File: config.mk
export PLATFORM = sky130hd
export DESIGN_NAME = dynamic_route_demux_flat
export DESIGN_NICKNAME = d
export VERILOG_FILES = /design/src/rtl/dynamic_route_demux_if.sv /design/src/rtl/dynamic_route_demux.sv /design/src/flat_wrapper.sv
export SDC_FILE = /design/constraint.sdc
export NUM_CORES = 1
export LEC_CHECK = 0
export CAP_MARGIN = 20
export CORE_AREA = 5 5 98 81
export CTS_CLUSTER_DIAMETER = 120
export CTS_CLUSTER_SIZE = 10
export DETAILED_ROUTE_END_ITERATION = 8
export DIE_AREA = 0 0 103 86
export DONT_BUFFER_PORTS = 1
export GPL_ROUTABILITY_DRIVEN = 0
export MAX_ROUTING_LAYER = met4
export PLACE_DENSITY = 0.69
export SETUP_SLACK_MARGIN = 0.4
export SYNTH_ARGS = -nofsm -noshare
export SYNTH_HDL_FRONTEND = slang
export SYNTH_SLANG_ARGS = --single-unit
File: constraint.sdc
create_clock -name clk -period 2.6 [get_ports clk]
set_input_delay 0.26 -clock clk [delete_from_list [all_inputs] [get_ports clk]]
set_output_delay 0.26 -clock clk [all_outputs]
set_load 0.02 [all_outputs]
File: src/rtl/dynamic_route_demux_if.sv
// rtl/dynamic_route_demux_if.sv - flit stream bundle between the input port and the five-way steering stage
interface dynamic_route_demux_if #(
    parameter int WIDTH = 64
);
    logic [WIDTH-1:0] in_data;
    logic             in_valid;
    logic             in_ready;
    logic [WIDTH-1:0] out_data;
    logic [4:0]       out_valid;
    logic [4:0]       out_ready;
    logic [2:0]       out_sel;

    modport slave (
        input  in_data,
        input  in_valid,
        output in_ready,
        output out_data,
        output out_valid,
        input  out_ready,
        output out_sel
    );

    modport master (
        output in_data,
        output in_valid,
        input  in_ready,
        input  out_data,
        input  out_valid,
        output out_ready,
        input  out_sel
    );
endinterface

File: src/rtl/dynamic_route_demux.sv
// rtl/dynamic_route_demux.sv - X-then-Y route decode and one-entry steering stage for a node input port
module dynamic_route_demux #(
    parameter int WIDTH = 64,
    parameter int XY_W  = 8,
    parameter int LEN_W = 8
) (
    input  logic                    clk,
    input  logic                    rst_n,
    input  logic [XY_W-1:0]         my_loc_x,
    input  logic [XY_W-1:0]         my_loc_y,
    dynamic_route_demux_if.slave    io
);

    localparam logic [2:0] NORTH = 3'd0;
    localparam logic [2:0] EAST  = 3'd1;
    localparam logic [2:0] SOUTH = 3'd2;
    localparam logic [2:0] WEST  = 3'd3;
    localparam logic [2:0] PROC  = 3'd4;

    typedef enum logic {
        HDR  = 1'b0,
        BODY = 1'b1
    } state_t;

    state_t             state_q;
    state_t             state_d;
    logic [LEN_W-1:0]   rem_q;
    logic [LEN_W-1:0]   rem_d;
    logic [2:0]         route_q;
    logic [2:0]         route_d;

    logic               stage_vld;
    logic [WIDTH-1:0]   data_q;
    logic [2:0]         sel_q;
    logic [4:0]         onehot;

    logic [XY_W-1:0]    dest_x;
    logic [XY_W-1:0]    dest_y;
    logic [LEN_W-1:0]   len;
    logic [2:0]         route;
    logic [2:0]         flit_route;
    logic               drain;
    logic               accept;

    assign dest_x = io.in_data[WIDTH-1 -: XY_W];
    assign dest_y = io.in_data[WIDTH-1-XY_W -: XY_W];
    assign len    = io.in_data[WIDTH-1-2*XY_W -: LEN_W];

    // Dimension-ordered: resolve X fully before Y, local delivery last
    always_comb begin
        if (dest_x > my_loc_x)
            route = EAST;
        else if (dest_x < my_loc_x)
            route = WEST;
        else if (dest_y > my_loc_y)
            route = SOUTH;
        else if (dest_y < my_loc_y)
            route = NORTH;
        else
            route = PROC;
    end

    assign onehot     = stage_vld ? (5'b00001 << sel_q) : 5'b00000;
    assign drain      = |(io.out_ready & onehot);
    assign io.in_ready = !stage_vld || drain;
    assign accept     = io.in_valid && io.in_ready;
    assign flit_route = (state_q == HDR) ? route : route_q;

    assign io.out_data  = data_q;
    assign io.out_valid = onehot;
    assign io.out_sel   = sel_q;

    always_ff @(posedge clk or negedge rst_n) begin
        if (!rst_n) begin
            state_q <= HDR;
            rem_q   <= '0;
            route_q <= '0;
        end else begin
            state_q <= state_d;
            rem_q   <= rem_d;
            route_q <= route_d;
        end
    end

    always_comb begin
        state_d = state_q;
        rem_d   = rem_q;
        route_d = route_q;
        if (accept) begin
            case (state_q)
                HDR: begin
                    route_d = route;
                    if (len != '0) begin
                        state_d = BODY;
                        rem_d   = len;
                    end
                end
                BODY: begin
                    rem_d = rem_q - LEN_W'(1);
                    if (rem_q == LEN_W'(1))
                        state_d = HDR;
                end
                default: state_d = HDR;
            endcase
        end
    end

    // Drain and refill can coincide, so a new accept always wins over clearing
    always_ff @(posedge clk or negedge rst_n) begin
        if (!rst_n) begin
            stage_vld <= 1'b0;
            data_q    <= '0;
            sel_q     <= '0;
        end else if (accept) begin
            stage_vld <= 1'b1;
            data_q    <= io.in_data;
            sel_q     <= flit_route;
        end else if (drain) begin
            stage_vld <= 1'b0;
        end
    end

endmodule

File: src/flat_wrapper.sv
// flat-port wrapper written by rule: the top's interface ports become plain ports
module dynamic_route_demux_flat 
#(
    parameter int WIDTH = 64,
    parameter int XY_W  = 8,
    parameter int LEN_W = 8
)
  (clk, rst_n, my_loc_x, my_loc_y, io_in_data, io_in_valid, io_in_ready, io_out_data, io_out_valid, io_out_ready, io_out_sel);
  dynamic_route_demux_if #(.WIDTH(WIDTH)) io_i ();
  input  logic clk;
  input  logic rst_n;
  input  logic [XY_W-1:0] my_loc_x;
  input  logic [XY_W-1:0] my_loc_y;
  input wire logic [$bits(io_i.in_data)-1:0] io_in_data;
  input wire logic [$bits(io_i.in_valid)-1:0] io_in_valid;
  output wire logic [$bits(io_i.in_ready)-1:0] io_in_ready;
  output wire logic [$bits(io_i.out_data)-1:0] io_out_data;
  output wire logic [$bits(io_i.out_valid)-1:0] io_out_valid;
  input wire logic [$bits(io_i.out_ready)-1:0] io_out_ready;
  output wire logic [$bits(io_i.out_sel)-1:0] io_out_sel;
  assign io_i.in_data = io_in_data;
  assign io_i.in_valid = io_in_valid;
  assign io_in_ready = io_i.in_ready;
  assign io_out_data = io_i.out_data;
  assign io_out_valid = io_i.out_valid;
  assign io_i.out_ready = io_out_ready;
  assign io_out_sel = io_i.out_sel;
  dynamic_route_demux #(.WIDTH(WIDTH), .XY_W(XY_W), .LEN_W(LEN_W)) u_core (.clk(clk), .rst_n(rst_n), .my_loc_x(my_loc_x), .my_loc_y(my_loc_y), .io(io_i));
endmodule
# Yosys cells after proc, flatten, opt, wreduce, memory -nomap -nowiden
# Cells that the tools add are included.
# W data, S select, Z words.
# totals
regBits	77
inputBits	88
output_inout_bits	73
# classes
addsub	1
magnitude_cmp	4
n_eq_ne	2
shifts	1
muxes	13
n_bitwise	2
reduce_logical	8
# ops
operator	n
$gt A8 B8 Y1	2
$lt A8 B8 Y1	2
$pmux W8 S2	1
$mux W3	5
$eq A8 B1 Y1 const B	1
$mux W8	1
$reduce_bool A8 Y1	1
$sub A8 B1 Y8 const B	1
$and A5 B5 Y5	1
$mux W5	1
$reduce_or A5 Y1	1
$shl A1 B3 Y5 const A	1
$mux W1	4
$reduce_and A2 Y1	2
$ne A2 B2 Y1 const B	1
$pmux W1 S2	1
$reduce_bool A2 Y1	1
$logic_and A1 B1 Y1	1
$logic_not A1 Y1	1
$logic_or A1 B1 Y1	1
$not A1 Y1	1

# Longest topological paths before layout
# depth
depth_word	7
depth_mapped	7
ltp_nobuf	7

# Worst setup path after synthesis
# Ideal clock, no wire load.
# synth_timing
kind	reg2reg
start	register u_core.sel_q[1], in the netlist u_core.io.out_sel[1]
end	register u_core.rem_q[5]
t_arrival_ns	1.766
path_slack_ns	0.710
stages_incl_launch_ff	7
n_path_buf	1
cell_sequence	dfrtp_1 > or2_1 > o221ai_2 > o21ai_2 > or2_1 > buf_2 > a211o_1
# synth_between
elab_chain_len	7
# synth_lines
item	line_no	rtl
from (decl)	dynamic_route_demux.sv:34	logic [2:0] sel_q;
from (signal assigned)	dynamic_route_demux.sv:117	sel_q <= flit_route;
$shl A1 B3 Y5	dynamic_route_demux.sv:63	assign onehot = stage_vld ? (5'b00001 << sel_q) : 5'b00000;
$mux W5	dynamic_route_demux.sv:63	
$and A5 B5 Y5	dynamic_route_demux.sv:64	assign drain = |(io.out_ready & onehot);
$reduce_or A5 Y1	dynamic_route_demux.sv:64	
$logic_or A1 B1 Y1	dynamic_route_demux.sv:65	assign io.in_ready = !stage_vld || drain;
$logic_and A1 B1 Y1	dynamic_route_demux.sv:66	assign accept = io.in_valid && io.in_ready;
$reduce_and A2 Y1 (no source line)	n/a	
to (signal assigned)	dynamic_route_demux.sv:80	rem_q <= rem_d;
to (decl)	dynamic_route_demux.sv:27	logic [LEN_W-1:0] rem_q;
# No other way between the ends.
# A chain may end at the register's enable or synchronous reset.

# Final worst setup path
# layout_timing
start	register u_core.sel_q[2], in the netlist u_core.io.out_sel[2]
end	register u_core.rem_q[5]
# The elaborated chain is that of the path after synthesis.

==> key figures <==
Run status
  – Status: finished clean

Timing
  – Final Hold Fails: 0
  – RSZ-0062 raised after global routing: no
  – Setup TNS: 0 ps
  – Worst-Margin Slew: 697 ps
  – Clock skew: 6.79 ps
  – Fmax: 0.484 GHz
  – Max-slew violation count: 0
  – Slew headroom: 53.4%
  – # setup viols final: 0
  – Fin crit period: 2070 ps
  – Period utilization: 79.4%

Global route
  – Gr ovfl total: 0
  – Vias in the first global route: 2570
  – Initial antenna violation count: 0
  – Gr usage total: 20.0%
  – First-pass GRT wire length: 13400 um
  – Pin count of the biggest net entering global routing: 78

Logic synthesis
  – Netlist cell types: 39
  – Sequential element share of the synthesized area: 52.7%
  – Post-synth EDFFs: 0
  – Syn avg cell area: 11.8 um2
  – Syn Inst Count: 309
  – Yosys reg bits: 77
  – Top cell type's share of synthesized area: 52.7%
  – Synth cell count leaders: dfrtp_1 (77), mux2_2 (57), inv_1 (27), nand2_1 (22), ha_1 (18)
  – Largest area contributor in the netlist: dfrtp_1
  – Most common cell in the netlist: dfrtp_1
  – Async set or reset register ratio after synthesis: 100%
  – Top post-synthesis cells by area: dfrtp_1 (53%), mux2_2 (18%), ha_1 (6.2%)
  – Syn Nets: 415
  – Synth warn: 0
  – Mapped Area: 3660 um2
  – Post-synth top flop: dfrtp_1

Route
  – WL/cell: 20.3 um
  – Iteration count of the initial detailed-routing pass: 4
  – DR vias/cell: 5.86
  – Final ANT Viol Nets: 0
  – DRC viols: 0
  – First-iteration detailed-routing DRC count: 79
  – Via count: 2409
  – Total wire length: 8350 um

Clock network
  – CTS tree: built
  – CTS resizes: 0
  – H-Tree Depth: 3
  – Clock transition at the registers of the reported paths: 90 ps
  – Clk Latency, worst-skew pair: 340 ps
  – Root Driver: clkbuf_8
  – CTS Sinks: 77
  – TritonCTS Buffers: 9
  – Max clock buf depth: 2

Setup path
  – CP Buf/Inv Count: 0
  – Worst r2r src: u_core.io.out_sel[2]$_DFFE_PN0P_
  – Req. time, crit path: 2820 ps
  – Crit Path Class: reg2reg
  – Critical Path Source Type: flip-flop
  – Crit path launch: u_core.io.out_sel[2]$_DFFE_PN0P_
  – Reg2reg setup slack: 530 ps
  – Max stage delay on crit path: 540 ps
  – CP arrival: 2290 ps
  – Crit. End Element: flip-flop
  – Crit Path Max Fanout: 9
  – Top delay family on crit path: compound AO/OA/AOI/OAI gates
  – CP max-delay cell: dfrtp_1
  – Worst-path cell chain: nand4b_1 -> a21oi_1 -> o21ai_4 -> or2_1 -> a211o_1

Floorplanning
  – Boundary pin count: 161
  – Core Region: 6820 um2
  – Die H: 86 um
  – Chip width: 103 um
  – Die ar.: 8860 um2
  – Initial Util: 53.6%
  – Standard-cell row count: 27

Min path
  – Hold_sp: io_in_data[8]
  – Hold crit path type: in2reg

Placement
  – Port bufs: 0
  – Inst Count DP: 390
  – Hpwl dp: 6290 um

Final layout
  – Share of post-route cells with drive strength above 1: 26.5%
  – Layout area overhead: 11.5%
  – Finished Layout Cells: 411
  – Diodes inserted: 0
  – Final #Nets: 425

Job
  – Max_cap viols: 0

Pwr
  – Pwr Density: 1280 nW/um2
  – LEAKAGE: 1.80 nW
  – VDD IR max: 810 uV
[layer usage]
metal / GRT usage, % / vias up / share of wire (%)
met3: 9.51 / 4 / 11
met2: 29.9 / 110 / 47
met4: 5.65 / 0 / 0.50
met1: 24.3 / 1178 / 41
li1: - / 1117 / -
met5: - / - / 0
[flip-flops by register name (all words and copies together) (netlist names)]
| name | cells |
|---|---|
| u_core.io.out_data | 64 |
| u_core.io.out_sel | 3 |
| u_core.rem_q | 8 |
| u_core.stage_vld | 1 |
| u_core.state_q | 1 |
[metrics by stage]
step / total power [mW] / setup slack [ps] / instance area (um2) / utilization [%] / hold WS, ps
6_report: 5.23 / 535 / 4080 / 59.8 / 62.9
3_5_place_dp: 4.20 / 341 / 3780 / 55.4 / -33.8
5_1_grt: 5.58 / 407 / 4080 / 59.8 / 20.9
2_1_floorplan: 3.83 / 710 / 3660 / - / -35.6
4_1_cts: 5.30 / 520 / 4070 / 59.6 / 4.73
3_3_place_gp: 4.14 / 421 / 3780 / 55.4 / -33.8
[where the power goes]
part	internal [mW]	total [mW]	switching, mW
registers	1.77	2.88	1.11
clock network	0.576	1.03	0.458
logic	0.714	1.32	0.602
[worst paths after layout]
path,endpoint,cells past startpoint
max,u_core.rem_q[5]$_DFFE_PN0P_,5
min,u_core.io.out_data[8]$_DFFE_PN0P_,1
max reg2reg,u_core.rem_q[5]$_DFFE_PN0P_,5
min reg2reg,u_core.rem_q[0]$_DFFE_PN0P_,1
max in group asynchronous,u_core.io.out_data[52]$_DFFE_PN0P_,2
min in group asynchronous,u_core.io.out_data[41]$_DFFE_PN0P_,2
[layout by cell type, fill, tap and decap left out, drive strengths merged, types with 4 or more instances in the layout]
cell	n
a211o	5
a21oi	9
buf	9
clkbuf	10
dfrtp	77
ha	18
inv	29
mux2	57
nand2	22
nand2b	4
nand3	4
nand3b	4
nor2	10
nor3	6
nor4	6
o21ai	13
o31ai	4
[what timing repair did]
item,in CTS,in global routing
hold buffers,2,1
buffers inserted,2,0
hold endpoints to repair,77,1
setup endpoints to repair,56,0
[cells by family after synthesis]
family	synth area share, %
DFF	52.7
and+or+nand+nor	10.0
buffers and inverters	4.45
adders and majority gates	6.16
muxes	18.1
AOI/OAI and AO/OA	8.62
[layout make-up]
type / count / area (um2)
well taps: 87 / 109
inverters: 27 / 101
multi-input cells: 193 / 1580
clock buffers: 10 / 138
clock inverters: 6 / 93.8
fillers: 548 / 2750
repair buffers: 11 / 133
flip-flops and latches: 77 / 1930
(Power assumes the default switching activity.)
